--- src/rtl/pipeline_hazard_ctrl.sv ---
// Hazard/sequencing control for fetch, IF/ID and ID/EX: load-use, branch flush, multi-cycle EX, halt.
// Latency: all controls are combinational (Mealy) from state and inputs; state, cnt and stall_count registered.
// Backpressure: stalls deassert pcWrite/ifidWrite; ID/EX is either held or bubbled, never both.
module pipeline_hazard_ctrl #(
    parameter int MULTI_LAT = 4,
    parameter int CNT_W     = 16
) (
    input  logic             clk,
    input  logic             rst,
    input  logic [3:0]       id_op1,
    input  logic [3:0]       id_op2,
    input  logic             id_uses_op1,
    input  logic             id_uses_op2,
    input  logic [3:0]       ex_regDes,
    input  logic             ex_regWrite,
    input  logic             ex_memRead,
    input  logic             ex_multi,
    input  logic             ex_branch_taken,
    input  logic             halt,
    output logic             pcWrite,
    output logic             ifidWrite,
    output logic             ifidFlush,
    output logic             idexFlush,
    output logic             idexHold,
    output logic             busy,
    output logic [CNT_W-1:0] stall_count
);

    localparam int CW = (MULTI_LAT > 2) ? $clog2(MULTI_LAT) : 1;
    localparam logic [CW-1:0] CNT_LOAD = CW'(MULTI_LAT - 2);

    typedef enum logic [1:0] {
        S_RUN   = 2'd0,
        S_MULTI = 2'd1,
        S_HALT  = 2'd2
    } state_t;

    state_t        state, state_nxt;
    logic [CW-1:0] cnt, cnt_nxt;
    logic          lu;

    assign lu = ex_memRead & ex_regWrite &
                ((id_uses_op1 & (id_op1 == ex_regDes)) |
                 (id_uses_op2 & (id_op2 == ex_regDes)));

    always_comb begin
        state_nxt = state;
        cnt_nxt   = cnt;
        pcWrite   = 1'b0;
        ifidWrite = 1'b0;
        ifidFlush = 1'b0;
        idexFlush = 1'b0;
        idexHold  = 1'b0;
        busy      = 1'b0;

        if (!rst) begin
            // Reset drains both pipeline registers while the PC is frozen.
            ifidFlush = 1'b1;
            idexFlush = 1'b1;
            state_nxt = S_RUN;
            cnt_nxt   = '0;
        end else begin
            case (state)
                S_RUN: begin
                    pcWrite   = 1'b1;
                    ifidWrite = 1'b1;
                    if (halt) begin
                        pcWrite   = 1'b0;
                        ifidWrite = 1'b0;
                        ifidFlush = 1'b1;
                        idexFlush = 1'b1;
                        state_nxt = S_HALT;
                    end else if (ex_branch_taken) begin
                        ifidFlush = 1'b1;
                        idexFlush = 1'b1;
                    end else if (ex_multi) begin
                        pcWrite   = 1'b0;
                        ifidWrite = 1'b0;
                        idexHold  = 1'b1;
                        cnt_nxt   = CNT_LOAD;
                        state_nxt = S_MULTI;
                    end else if (lu) begin
                        pcWrite   = 1'b0;
                        ifidWrite = 1'b0;
                        idexFlush = 1'b1;
                    end
                end
                S_MULTI: begin
                    busy = 1'b1;
                    if (halt) begin
                        ifidFlush = 1'b1;
                        idexFlush = 1'b1;
                        state_nxt = S_HALT;
                    end else if (cnt != '0) begin
                        idexHold = 1'b1;
                        cnt_nxt  = cnt - CW'(1);
                    end else begin
                        pcWrite   = 1'b1;
                        ifidWrite = 1'b1;
                        state_nxt = S_RUN;
                    end
                end
                S_HALT: begin
                    busy      = 1'b1;
                    idexFlush = 1'b1;
                end
                default: begin
                    state_nxt = S_RUN;
                end
            endcase
        end
    end

    always_ff @(posedge clk) begin
        if (!rst) begin
            state       <= S_RUN;
            cnt         <= '0;
            stall_count <= '0;
        end else begin
            state <= state_nxt;
            cnt   <= cnt_nxt;
            if (!pcWrite && (stall_count != {CNT_W{1'b1}}))
                stall_count <= stall_count + CNT_W'(1);
        end
    end

endmodule

--- config.mk ---
export PLATFORM = sky130hd
export DESIGN_NAME = pipeline_hazard_ctrl
export DESIGN_NICKNAME = d
export VERILOG_FILES = /design/src/rtl/pipeline_hazard_ctrl.sv
export SDC_FILE = /design/constraint.sdc
export NUM_CORES = 1
export LEC_CHECK = 0
export CAP_MARGIN = 25
export CORE_MARGIN = 2
export CORE_UTILIZATION = 40
export CTS_CLUSTER_DIAMETER = 80
export DETAILED_ROUTE_END_ITERATION = 10
export PLACE_DENSITY_LB_ADDON = 0.3
export SYNTH_ARGS = -nofsm -noshare
export SYNTH_HDL_FRONTEND = slang
export SYNTH_SLANG_ARGS = --single-unit
--- constraint.sdc ---
create_clock -name clk -period 4.8 [get_ports clk]
set_input_delay 0.96 -clock clk [delete_from_list [all_inputs] [get_ports clk]]
set_output_delay 0.96 -clock clk [all_outputs]
set_load 0.05 [all_outputs]
# Word level (Yosys, flattened, before mapping)
# Index checks and enable logic that the tools add are counted.
word_totals:
  reg_bits: 20
  out_inout_bits: 22
  wordCells: 72
  input_bits: 21
op_classes:
  bitwise: 6
  eq_ne: 13
  reduce_logical: 8
  addsub: 2
  muxes: 40
op_table:
  columns: ["cell", "count"]
  rows:
  - ["two-way mux 1 bit", 24]
  - ["two-way mux 2 bit", 10]
  - ["adder 16 x 1 -> 16 bit (second input constant)", 1]
  - ["inequality test 16 bit (second input constant)", 1]
  - ["inequality test 2 bit (second input constant)", 5]
  - ["inequality test 3 bit (second input constant)", 3]
  - ["== test 4 bit", 2]
  - ["one-hot mux 1 bit (2 select lines)", 3]
  - ["one-hot mux 2 bit (3 select lines)", 1]
  - ["AND reduction 6 bit", 1]
  - ["bitwise AND 1 bit", 4]
  - ["one-hot mux 2 bit (2 select lines)", 1]
  - ["AND reduction 4 bit", 1]
  - ["nonzero test 2 bit", 2]
  - ["one-hot mux 1 bit (3 select lines)", 1]
  - ["== test 2 x 1 -> 1 bit (second input constant)", 1]
  - ["== test 2 bit (second input constant)", 1]
  - ["logical NOT 2 bit", 1]
  - ["OR reduction 2 bit", 1]
  - ["subtractor 2 x 1 -> 2 bit (second input constant)", 1]
  - ["logical AND 1 bit", 1]
  - ["logical NOT 1 bit", 1]
  - ["inverter 1 bit", 1]
  - ["OR 1 bit", 1]

# Depth between registers and ports, before layout
# Gate-level depths: netlist (run 1).
logic_depth:
  ltp_word: 12
  mapped_depth: 9
  depth_no_buf: 8

# Least setup slack after synthesis (run 1)
# Ideal clock, no wire load.
synth_path:
  path_kind: "input-to-output"
  from: "input port id_op1[3]"
  to: "output port idexFlush"
  slack_ns: 0.920
  arrival_time_ns: 2.920
  path_stages: 5
  required_time_ns: 3.840
  path_cell_list: "xor2_1 -> or4_4 -> o31ai_1 -> a311oi_1 -> o21ai_0"
synth_via:
  elab_chain_cells: 10
synth_lines:
  columns: ["element", "line", "rtl"]
  rows:
  - ["start, declared", "10", "input logic [3:0] id_op1,"]
  - ["== test 4 bit", "43", "((id_uses_op1 & (id_op1 == ex_regDes)) |"]
  - ["bitwise AND 1 bit", "43", null]
  - ["OR 1 bit", "43", null]
  - ["bitwise AND 1 bit", "42", "assign lu = ex_memRead & ex_regWrite &"]
  - ["two-way mux 1 bit", "82", "end else if (lu) begin"]
  - ["two-way mux 1 bit", "76", "end else if (ex_multi) begin"]
  - ["two-way mux 1 bit", "73", "end else if (ex_branch_taken) begin"]
  - ["two-way mux 1 bit", "67", "if (halt) begin"]
  - ["one-hot mux 1 bit (3 select lines)", "63", "case (state)"]
  - ["two-way mux 1 bit", "56", "if (!rst) begin"]
  - ["end, declared", "23", "output logic idexFlush,"]
# Every way passes these cells.

# Final worst setup path (run 1)
layout_path:
  from: "input port ex_regDes[0]"
  to: "output port idexFlush"
layout_via:
  elab_chain_cells: 10
  elab_cells_between_ends: 12
  cone_classes: "eq/ne: 2; mux: 6; bitwise: 4"
layout_lines:
  columns: ["element", "line", "rtl"]
  rows:
  - ["start, declared", "14", "input logic [3:0] ex_regDes,"]
  - ["== test 4 bit (on tied branches)", "43, 44", null]
  - ["bitwise AND 1 bit (on tied branches)", "43, 44", null]
  - ["OR 1 bit *", "43", null]
  - ["bitwise AND 1 bit *", "42", null]
  - ["two-way mux 1 bit *", "82", null]
  - ["two-way mux 1 bit *", "76", null]
  - ["two-way mux 1 bit *", "73", null]
  - ["two-way mux 1 bit *", "67", null]
  - ["one-hot mux 1 bit (3 select lines) *", "63", null]
  - ["two-way mux 1 bit *", "56", null]
# Mark *: on every way between the ends. The rest lies on a longest branch, timed or not.

==> results of run 1 <==
cells by family (layout without fill, tap and decap cells):
kind of cell	Yosys count	in the layout	synth area share [%]
and+or+nand+nor	75	75	32.7
buffers and inverters	14	53	4.72
adders and majority gates	6	6	5.56
DFF	20	20	29.6
AOI/OAI and AO/OA	32	32	16.3
xor gates and xnor gates	8	8	5.18
muxes	8	8	5.93
area by class of cell:
cell class	instances	area (um^2)
sequential	20	400
multi-input combinational	129	887
clock buffer	3	22.5
timing repair buffer	43	448
tap	46	57.6
fill	302	1420
inverter	6	22.5
clock inverter	1	30.0
cell usage in the layout, fill, tap and decap left out, types with 5 or more instances in the layout:
| cell | count |
|---|---|
| clkdlybuf4s50_1 | 40 |
| dfxtp_1 | 20 |
| nand2_1 | 13 |
| o21ai_0 | 10 |
| nand2b_1 | 9 |
| mux2i_1 | 8 |
| nand3_1 | 7 |
| nor3b_1 | 7 |
| or3_1 | 7 |
| inv_1 | 6 |
| nand4_1 | 6 |
| ha_1 | 6 |
| nor2_1 | 5 |
| a21oi_1 | 5 |
| and3_1 | 5 |
critical path, stage by stage:
cell	delay (ns)
clkdlybuf4s50_1	0.52
xnor2_1	0.15
nand4_1	0.12
or4_4	0.43
o31ai_1	0.08
a311oi_1	0.11
o21ai_0	0.15
clkdlybuf4s50_1	0.82
worst min path at each step:
| stage | to | cells after the start |
|---|---|---|
| global placement | stall_count[7] | 2 |
| CTS | stall_count[2] | 2 |
| detailed placement | cnt[1] | 1 |
| finish | stall_count[1] | 2 |
| global route | stall_count[7] | 2 |
| floorplan | cnt[1] | 1 |
flip-flops by register name, indices dropped and copies added, names as in the netlist:
signal,count
cnt,2
state,2
stall_count,16
report_power, final:
part / switching, W / leakage (nW) / internal, W
logic: 0.0000827 / 0.501 / 0.0000651
registers: 0.00000708 / 0.162 / 0.000174
clock network: 0.0000562 / 0.0279 / 0.0000845
total: 0.000146 / 0.691 / 0.000323
per-layer routing:
metal	track usage (%)	vias to the layer above	part of all wire [%]
met4	6.94	0	1.4
met5	0	-	0
met1	22.0	641	46
li1	-	663	-
met2	30.2	25	49
met3	2.36	4	3.3
per-stage QoR:
step | worst slack [ns] | util [%] | cells | hold WS, ns
after floorplan | 0.920 | - | 163 | 0.472
after global placement | 0.555 | 55.3 | 244 | 0.465
after detailed placement | 0.484 | 55.3 | 244 | 0.493
after CTS | 0.490 | 56.9 | 248 | 0.514
after global routing | 0.404 | 56.9 | 248 | 0.542
final | 0.500 | 56.9 | 248 | 0.506
==> metrics, run 1 <==
CTS clk-pin slew, worst paths 0.12 ns; fin. max-slew vios 0; drt drc 0; Syn. warnings 0; syn_nets 190; hold path start stall_count[1]; row count 21; CP startpoint ex_regDes[0]; PortBufs 42; Syn Area/Cell 8.29 um^2; CP Capture Point idexFlush; LEAKAGE 0.691 nW; Top-Level Pins 43; Core Area 3280 um^2; max_slew headroom 66.1%; Startpoint Class input port; largest net degree at the start of global routing 32; Yosys cell types 36; crit path time final 4.30 ns; CP arrival 3.34 ns; Post-CTS Setup Inserts 0; Crit Path Category in -> out; register area share after synthesis 29.6%; CTS tree yes; vias in the first global route 1,302; area leader, netlist dfxtp_1; vias 1,333; Critical R2R Launch state[0]; run status finished, final reports clean; Placer Congestion 0.775; Async SR Flop Fraction 0%; Critical Path RT 3.84 ns; Peak Freq 0.233 GHz; synthesized area 1350 um^2; width of the die 62.1 um; GRT overflow 0; CP Max Fanout 2; clock sink total 20; n_diodes 0; Worst R2R End stall_count[13]; dominant synthesized flop cell dfxtp_1; PwrDens 251 nW/um^2; average wire per standard cell 13.3 um; DP Area 1820 um^2; dpl hpwl 2500 um; RSZ-0062 raised after global routing false; GR Util All Layers 17.5%; Initial Utilization 41.1%; Slew @ Worst Pin 0.507 ns; H-tree depth 1; wirelength, routed 3310 um; CP endpoint kind output pin; setup TNS 0 ns; Final Hold Fails 0; R2R Setup Slk 2.59 ns; first-pass GRT wire length 5590 um; die area 3860 um^2; Worst VDD drop 0.170 mV; Post-synth EDFFs 0; TritonRoute pass-1 iters 4; most common cell in the synthesized netlist dfxtp_1; total power draw 0.000469 W; Die Height 62.1 um; initial antenna violation count 0; final net count 230; clk_lat worst skew 0.31 ns; post-route ant nets 0; Post-CTS Hold Fix Bufs 0; CTS buffer count 3; Synth top area share 29.6%; most frequent cells after synthesis 20 x dfxtp_1, 13 x nand2_1, 10 x o21ai_0; period utilization 89.6%; post-CTS resize count 0; Final setup viols 0; layout overhead on the synthesized area 38.2%; clk_skew 0.00358 ns; CTS root buffer clkbuf_4; synth top area cells dfxtp_1 30%, mux2i_1 5.9%, ha_1 5.6%; via density per instance 5.38; initial detailed-routing violation count 70; Hold Path Class reg -> reg; Max Cap Viol 0; FF+latch count, synth 20; post-route cell area 1870 um^2; Synth Instances 163; worst reg-to-reg path cell count 8; Bufs on Longest Clock Path 2; layout cell share with drive strength beyond 1 5.94%
Note: power is estimated with default switching activity, not from simulation.
==> inputs of run 2 (changes only) <==
--- a/config.mk
+++ b/config.mk
@@ -6,8 +6,10 @@
 export NUM_CORES = 1
 export LEC_CHECK = 0
 export CAP_MARGIN = 25
+export CELL_PAD_IN_SITES_DETAIL_PLACEMENT = 1
+export CELL_PAD_IN_SITES_GLOBAL_PLACEMENT = 1
 export CORE_MARGIN = 2
-export CORE_UTILIZATION = 40
+export CORE_UTILIZATION = 36
 export CTS_CLUSTER_DIAMETER = 80
 export DETAILED_ROUTE_END_ITERATION = 10
 export PLACE_DENSITY_LB_ADDON = 0.3
==> run 2 against run 1 <==
Against the previous run:
- combinational power about the same
- fmax shrank 2.5%
- via count did not move
- sequential power about the same
- die area rose by 10%
- sequential share of layout area down 0.057 points
- critical path depth did not move
- design area increased by 0.27%
- clock skew is 0.0022 ns lower
- worst setup slack worse by 0.11 ns
- power shrank 1.0%
- critical path type unchanged
- largest cell class unchanged
- highest routed layer unchanged
==> metrics, run 2 (synthesized netlist as in run 1, its figures left out) <==
Critical Path RT 3.84 ns (about the same); clock sink total 20 (unchanged); CP arrival 3.45 ns (+0.11 ns); CTS buffer count 3 (unchanged); CP startpoint ex_regDes[0]; RSZ-0062 raised after global routing false; vias 1,333 (unchanged); Crit Path Category in -> out; Post-CTS Setup Inserts 0 (unchanged); GR Util All Layers 19.4% (+1.9 points); final net count 230 (unchanged); die area 4260 um^2 (+10%); Max Cap Viol 0 (unchanged); commonest non-fill, non-tap cells in the layout 40 x clkdlybuf4s50_1, 20 x dfxtp_1, 13 x nand2_1; Critical R2R Launch state[0]; top cell family by delay on the critical path buffers and inverters; post-route ant nets 0 (unchanged); CP Max Fanout 2 (unchanged); drt drc 0 (unchanged); LEAKAGE 0.691 nW (+0.12%); dpl hpwl 3030 um (+21%); most frequent cell on the critical path clkdlybuf4s50_1; initial antenna violation count 0 (unchanged); Final setup viols 0 (unchanged); Clock power frac 28.7% (-1.3 points); vias in the first global route 1,345 (+3.3%); period utilization 91.9% (+2.3 points); max_slew headroom 65.9% (-0.22 points); Comb pwr share 32.3% (+0.8 points); Peak Freq 0.227 GHz (-2.5%); fill cell count 437 (+45%); TritonRoute pass-1 iters 4 (unchanged); Int Pwr 0.000312 W (-3.5%); largest net degree at the start of global routing 32 (unchanged); layout overhead on the synthesized area 38.6%; Reg with most FFs stall_count; Min Hold Slack 0.492 ns (-0.0146 ns); via density per instance 5.33 (-0.80%); run status finished, final reports clean; layout cell share with drive strength beyond 1 5.94% (unchanged); Slew @ Worst Pin 0.510 ns (+0.00324 ns); cell-by-cell trace of the critical path clkdlybuf4s50_1, xnor2_1, nand4_1, or4_4, o31ai_1, a311oi_1, o21ai_0, clkdlybuf4s50_1; Worst VDD drop 0.169 mV (about the same); Placer Congestion 0.760 (-2.0%); GRT overflow 0 (unchanged); setup TNS 0 ns (unchanged); commonest non-fill, non-tap cell in the layout clkdlybuf4s50_1; CP endpoint kind output pin; Top-Level Pins 43 (unchanged); Max stage delay on crit path 0.84 ns (+0.02 ns); CTS clk-pin slew, worst paths 0.08 ns (-0.04 ns); Switching Fraction 32.8% (+1.7 points); Core Area 3630 um^2 (+11%); initial detailed-routing violation count 47 (-33%); Bufs on Longest Clock Path 2 (unchanged); leading registers by flop count stall_count x16, cnt x2, state x2; Die Height 65.3 um (+5.1%); row count 22 (+4.8%); P_sw 0.000152 W (+4.3%); hold path start stall_count[7]; n_diodes 0 (unchanged); Post-CTS Hold Fix Bufs 0 (unchanged); first-pass GRT wire length 6440 um (+15%); max reg flops 16 (unchanged); clk_skew 0.00139 ns (-0.00218 ns); average wire per standard cell 15.5 um (+16%); CTS root buffer clkbuf_8; H-tree depth 1 (unchanged); clk_lat worst skew 0.26 ns (-0.05 ns); Final Hold Fails 0 (unchanged); width of the die 65.3 um (+5.1%); PwrDens 248 nW/um^2 (-1.3%); wirelength, routed 3880 um (+17%); sequential share of power 39.0% (+0.5 points); fin. max-slew vios 0 (unchanged); Hold Path Class reg -> reg; CP max stage cell clkdlybuf4s50_1; PortBufs 42 (unchanged); Worst Path Buf+Inv 2 (unchanged); post-CTS resize count 0 (unchanged); crit path time final 4.41 ns (+0.110 ns); CTS tree yes; Startpoint Class input port; Initial Utilization 37.2% (-4.0 points)
## run 2: cell count changes in the layout (fill, tap and decap cells not counted), sizes merged
cell | before | now
clkbuf | 3 | 4
bufinv | 1 | 0
## run 2: layout make-up
class | instances | area, um^2 | share of cell area, %
clock buffers | 4 | 55.1 | 2.94
inverters | 6 | 22.5 | 1.20
multi-input cells | 129 | 887 | 47.4
flip-flops and latches | 20 | 400 | 21.4
well taps | 48 | 60.1 | 3.21
repair buffers | 43 | 448 | 23.9
## run 2: path summary, 6_finish.rpt
kind | slack, ns | depth (start not counted) | end
min | 0.49 | 2 | stall_count[7]
min reg2reg | 0.49 | 2 | stall_count[7]
max | 0.39 | 8 | idexFlush
max reg2reg | 2.61 | 8 | stall_count[13]
## run 2: metal layers
layer	vias to the layer above	GRT usage [%]	share of wire, %
met3	5	2.40	2.6
met2	19	35.7	54
met5	-	0	0
met4	0	6.25	1.3
met1	647	23.3	42
li1	662	-	-
## run 2: metrics by stage
step	util [%]	power, W	instance area [um^2]	setup WS, ns	cells
6_report	51.5	0.000464	1870	0.390	250
5_1_grt	51.5	0.000492	1870	0.231	250
4_1_cts	51.5	0.000469	1870	0.345	250
3_5_place_dp	50.0	0.000336	1820	0.355	246
3_3_place_gp	50.0	0.000329	1820	0.545	246
2_1_floorplan	-	0.000277	1350	0.920	163
## run 2: power groups by stage
stage | Combinational, W | Sequential, W | Clock (W)
2_1_floorplan | 0.0000806 | 0.000197 | 0
3_3_place_gp | 0.000145 | 0.000184 | 0
3_5_place_dp | 0.000151 | 0.000185 | 0
4_1_cts | 0.000152 | 0.000181 | 0.000136
5_1_grt | 0.000163 | 0.000182 | 0.000146
6_report | 0.000150 | 0.000181 | 0.000133
## run 2: worst register-to-register path, stage by stage (launching register included)
cell and delay, ns:
dfxtp_1 0.40, inv_1 0.09, ha_1 0.29, a22oi_1 0.21, or2_2 0.19, and3_1 0.30
nand4_1 0.13, or3_1 0.31, a21boi_0 0.19
